**src/rtl/mem_access_pkg.sv**
```systemverilog
// Shared types and constants for the MEM-stage load/store initiator.
package mem_access_pkg;

  localparam int WORD_W = 32;

  localparam logic [1:0] SZ_B = 2'b00;
  localparam logic [1:0] SZ_H = 2'b01;
  localparam logic [1:0] SZ_W = 2'b10;

  typedef enum logic [1:0] {
    IDLE = 2'd0,
    RD   = 2'd1,
    WR   = 2'd2,
    RESP = 2'd3
  } state_t;

endpackage

```
**src/rtl/mem_lane_align.sv**
```systemverilog
// Little-endian lane extract/extend for loads and lane merge for sub-word stores.
module mem_lane_align
  import mem_access_pkg::*;
(
  input  logic [WORD_W-1:0] word,
  input  logic [WORD_W-1:0] wdata,
  input  logic [1:0]        lane,
  input  logic [1:0]        size,
  input  logic              is_signed,
  output logic [WORD_W-1:0] load_data,
  output logic [WORD_W-1:0] merged
);

  logic [7:0]  byte_v;
  logic [15:0] half_v;

  // NOTE: every output of a combinational block gets a default first so no path leaves it unassigned (no latch).
  always_comb begin
    byte_v    = word[8*lane +: 8];
    half_v    = word[16*lane[1] +: 16];
    load_data = word;
    merged    = wdata;
    case (size)
      SZ_B: begin
        load_data             = {{24{is_signed & byte_v[7]}}, byte_v};
        merged                = word;
        merged[8*lane +: 8]   = wdata[7:0];
      end
      SZ_H: begin
        load_data               = {{16{is_signed & half_v[15]}}, half_v};
        merged                  = word;
        merged[16*lane[1] +: 16] = wdata[15:0];
      end
      default: ;
    endcase
  end

endmodule

```
**src/rtl/mem_access_unit.sv**
```systemverilog
// MEM-stage load/store initiator: request latch, 4-state FSM, ReadData capture and
// read-modify-write for sub-word stores against a single-ported data memory.
module mem_access_unit
  import mem_access_pkg::*;
#(
  parameter int MEM_WORDS = 32
) (
  input  logic              clk,
  input  logic              reset,
  input  logic              req_valid,
  output logic              req_ready,
  input  logic              req_write,
  input  logic [1:0]        req_size,
  input  logic              req_signed,
  input  logic [WORD_W-1:0] req_addr,
  input  logic [WORD_W-1:0] req_wdata,
  output logic              resp_valid,
  output logic [WORD_W-1:0] resp_rdata,
  output logic              resp_err,
  output logic              MemRead,
  output logic              MemWrite,
  output logic [WORD_W-1:0] addr,
  output logic [WORD_W-1:0] WriteData,
  input  logic [WORD_W-1:0] ReadData
);

  localparam logic [WORD_W:0] ADDR_LIMIT = (WORD_W+1)'(MEM_WORDS) << 2;

  state_t            state_q, state_d;
  logic              lat_write, lat_signed, lat_err;
  logic [1:0]        lat_size;
  logic [WORD_W-1:0] lat_addr, lat_wdata, rdata_q;
  logic              req_bad;
  logic [WORD_W-1:0] load_data, merged;

  // Request legality is judged on the live request only in IDLE; the verdict is latched.
  always_comb begin
    req_bad = 1'b0;
    case (req_size)
      SZ_B:    req_bad = 1'b0;
      SZ_H:    req_bad = req_addr[0];
      SZ_W:    req_bad = |req_addr[1:0];
      default: req_bad = 1'b1;
    endcase
    if ({1'b0, req_addr} >= ADDR_LIMIT) req_bad = 1'b1;
  end

  always_comb begin
    state_d = state_q;
    case (state_q)
      IDLE: if (req_valid) begin
        if (req_bad)                       state_d = RESP;
        else if (req_write && req_size == SZ_W) state_d = WR;
        else                               state_d = RD;
      end
      RD:      state_d = lat_write ? WR : RESP;
      WR:      state_d = RESP;
      RESP:    state_d = IDLE;
      default: state_d = IDLE;
    endcase
  end

  // NOTE: sequential state uses non-blocking assignments so all registers update together at the edge.
  always_ff @(posedge clk) begin
    if (reset) begin
      state_q    <= IDLE;
      lat_write  <= 1'b0;
      lat_signed <= 1'b0;
      lat_err    <= 1'b0;
      lat_size   <= SZ_B;
      lat_addr   <= '0;
      lat_wdata  <= '0;
      rdata_q    <= '0;
    end else begin
      state_q <= state_d;
      if (state_q == IDLE && req_valid) begin
        lat_write  <= req_write;
        lat_signed <= req_signed;
        lat_err    <= req_bad;
        lat_size   <= req_size;
        lat_addr   <= req_addr;
        lat_wdata  <= req_wdata;
      end
      if (state_q == RD) rdata_q <= ReadData;
    end
  end

  mem_lane_align u_align (
    .word      (rdata_q),
    .wdata     (lat_wdata),
    .lane      (lat_addr[1:0]),
    .size      (lat_size),
    .is_signed (lat_signed),
    .load_data (load_data),
    .merged    (merged)
  );

  // Memory-side outputs are decoded from registers only; nothing here looks at req_*.
  assign req_ready  = (state_q == IDLE);
  assign MemRead    = (state_q == RD);
  assign MemWrite   = (state_q == WR);
  assign addr       = {lat_addr[WORD_W-1:2], 2'b00};
  assign WriteData  = (state_q != WR) ? '0 : (lat_size == SZ_W) ? lat_wdata : merged;
  assign resp_valid = (state_q == RESP);
  assign resp_err   = resp_valid & lat_err;
  assign resp_rdata = (resp_valid && !lat_write && !lat_err) ? load_data : '0;

endmodule

```
**config.mk**
```make
export PLATFORM = sky130hd
export DESIGN_NAME = mem_access_unit
export DESIGN_NICKNAME = d
export VERILOG_FILES = /design/src/rtl/mem_access_pkg.sv /design/src/rtl/mem_lane_align.sv /design/src/rtl/mem_access_unit.sv
export SDC_FILE = /design/constraint.sdc
export NUM_CORES = 1
export LEC_CHECK = 0
export CAP_MARGIN = 20
export CELL_PAD_IN_SITES_DETAIL_PLACEMENT = 2
export CELL_PAD_IN_SITES_GLOBAL_PLACEMENT = 2
export CORE_MARGIN = 4
export CORE_UTILIZATION = 25
export DETAILED_ROUTE_END_ITERATION = 8
export PLACE_DENSITY_LB_ADDON = 0.08
export REMOVE_ABC_BUFFERS = 1
export SLEW_MARGIN = 20
export SYNTH_ARGS = -nofsm -noshare
export SYNTH_HDL_FRONTEND = slang
export SYNTH_HIERARCHICAL = 1
export SYNTH_SLANG_ARGS = --single-unit
```
**constraint.sdc**
```tcl
create_clock -name clk -period 3.9 [get_ports clk]
set_input_delay 1.17 -clock clk [delete_from_list [all_inputs] [get_ports clk]]
set_output_delay 1.17 -clock clk [all_outputs]
set_load 0.005 [all_outputs]
```
==> summary.txt <==
Global routing
  – Total GRT Usage: between 10% and 20%
  – Gr ovfl total: 0
  – Largest net degree at the start of global routing: just under 60
  – Initial antenna violation count: 0
  – Vias in the first global route: around 7k
  – First-pass GRT wire length: roughly 40000 um

Detailed routing
  – Drt pass-1 iters: 5
  – Avg WL per Cell: around 19 um
  – Initial DRC Count: between 300 and 400
  – Vias: 6665
  – Final ANT Viol Nets: 0
  – Routed WL: roughly 26000 um
  – Drc violations: 0
  – Via-to-Cell Ratio: ~4.9

Placement
  – Post-DP HPWL: about 19000 um
  – Post-Place Cells: about 1.3k
  – PortBufs: approximately 200
  – Placer Congestion: around 0.79
  – Dpl cell area: about 8500 sq um
  – Dpl ws: approximately 120 ps

Power and ir drop
  – Leakage: between 3 and 4 nW
  – P per Cell Area: between 500 and 600 nW/um^2
  – Worst vdd ir: between 200 and 300 uV
  – Cell Int Power: around 2.8 mW
  – Clock share of power: 19.7%
  – P_sw: approximately 2 mW
  – Reg power frac: 33.4%
  – Logic pwr share: between 40% and 50%
  – Switching Share: a little over two fifths

Synthesis
  – Top-area cell type share of the netlist area: 32.8%
  – Cell Area, Synth: ~6300 sq um
  – Synth Flop Type: dfxtp_1
  – Synth cell types: 54
  – Largest area contributor in the synthesized netlist: dfxtp_1
  – Top-count cell post-synth: nand2_1
  – Top cells by count, synth: nand2_1, dfxtp_1, a21oi_1, nor2_1, mux2i_1
  – Synthesized instance count: between 800 and 900
  – Ys async rst share: 0%
  – Post-synthesis sequential area ratio: between 30% and 40%
  – Ranking of synthesized cells by area: dfxtp_1, nand2_1, a21oi_1
  – Yosys reg bits: slightly above 100
  – Syn avg cell area: 7.22 sq um
  – Number of synthesized flops with an enable pin: 0
  – Yosys warns: 6

STA
  – Final setup fails: 0
  – Final min period: slightly below 4000 ps
  – Period utilization: around 100%
  – Least-Margin Pin Slew: 627 ps
  – Slew Limit Fails: 0
  – Fmax: about 260 MHz
  – Fin. Hold Viols: 0
  – Worst slew margin: about 58%
  – Setup ws final: roughly 3.6 ps
  – Skew final: 14.7 ps

Setup path
  – Slowest cell on crit path: clkdlybuf4s50_1
  – CP cell instances: inv_2 > ha_1 > buf_4 > nor2b_1 > a41o_2 > a22o_1 > nand2_1 > a21boi_1 > clkdlybuf4s50_1
  – Worst EP required: between 2000 and 3000 ps
  – Crit Path Max Fanout: 8
  – Cell family with most CP delay: buffers and inverters
  – Crit path DAT: ~2700 ps
  – Startpoint Class: flop
  – Buffers plus inverters on the worst setup path: 3
  – Crit. End Element: primary output
  – WS Path Type: reg2out
  – Max incr delay on CP: between 500 and 600 ps

CTS
  – Hold Buf Count CTS: 0
  – CTS Buf Count: 9
  – Max Root-Sink Buffers: 2
  – CTS Sinks: 103
  – Depth of the CTS H-tree: 3
  – Clock root cell: clkbuf_16
  – Worst-path clk slew: ~80 ps
  – Skew-Pair Late Insertion Delay: 370 ps
  – TritonCTS clock tree: yes

Die
  – Core area: 24500 sq um
  – Die X: 167 um
  – Die H: between 150 and 200 um
  – DIE AREA: around 28000 sq um
  – I/O pin total: 204
  – FP Rows: 57
  – Initial Util: approximately a quarter

Hold path
  – Hold Path Class: reg2reg

Cells and area
  – Antenna cells: 0
  – Nets: 1151
  – Share of cells above drive strength 1: about 10%
  – Post-Layout Cell Count: 1368
  – Layout area overhead: 43.6%
  – Design area: 9020 sq um
  – Final Util: ~37%

Outcome
  – Outcome: complete, no violations

Job
  – Max-cap violation count: 0
cell usage in the layout, fill, tap and decap left out, types with 12 or more instances in the layout:
cell type        count
nand2_1            265
clkdlybuf4s50_1    178
dfxtp_1             99
a21oi_1             93
nor2_1              48
mux2i_1             45
buf_4               44
and2_1              34
inv_1               13
dlygate4sd2_1       13
a21boi_1            12
tightest hold or removal path: stages (launching register included):
cell and delay, ps:
dfxtp_1 320, nand2_1 50, a21oi_1 50
per-stage QoR:
step                setup TNS, ps  power [mW]  hold WS, ps
global placement                0        3.74          442
finish                          0        4.74          458
detailed placement              0        3.78          450
CTS                         -8.04        4.77          462
floorplan                   -9890        2.71          444
global route                 -179        5.13          482
metal layers:
metal / GRT usage (%) / share of wire [%] / vias to the layer above
met5: 0 / 0 / -
met2: 30.6 / 46 / 169
met3: 5.24 / 6.8 / 13
met1: 24.2 / 46 / 3234
met4: 3.09 / 0.81 / 0
li1: - / - / 3249
cell families (layout without fill, tap and decap cells):
logic type                 Yosys count  count (layout)  share of synthesized area [%]
DFF                                103             103                           32.8
AOI/OAI and AO/OA                  207             207                           21.4
muxes                               51              51                           8.22
adders and majority gates            9               9                           1.79
other                                1               2                         0.0597
buffers and inverters              111             284                           9.12
and+or+nand+nor                    388             388                           26.6
final cells by class:
class / instances / area [sq um]
Multi-Input combinational cell: 657 / 3760
Inverter: 17 / 63.8
Clock inverter: 6 / 57.6
Sequential cell: 103 / 2070
Clock buffer: 10 / 229
Tap cell: 324 / 405
Timing Repair Buffer: 251 / 2430
Fill cell: 2832 / 15500
state kept, by name, summed over array words and instances, names as in the netlist:
register and cells:
lat_size 2, lat_wdata 32, lat_err 1, lat_signed 1
state_q 2, lat_addr 32, rdata_q 32, lat_write 1
final timing paths:
path                                   start      endpoint  slack, ps  depth (start not counted)
worst max-delay path             lat_addr[1]  WriteData[7]          4                          9
worst min-delay path            lat_addr[22]  lat_addr[22]        460                          2
worst max register to register    state_q[1]    state_q[0]       1850                          7
worst min register to register  lat_addr[22]  lat_addr[22]        460                          2
power by group through the flow:
stage	sequential, mW	clock (mW)	combinational [mW]
after floorplan	1.52	0	1.18
after global placement	1.59	0	2.14
after detailed placement	1.60	0	2.17
after CTS	1.58	0.980	2.21
after global routing	1.62	1.02	2.49
final	1.58	0.935	2.22
repair_timing:
action	in CTS	in global routing
buffers inserted	1	11
setup endpoints to repair	57	44
gates resized for setup	48	30
pin swaps	0	2
cloned	1	0
endpoints found under the hold margin	0	0
Power figures use the tool's default switching activity.
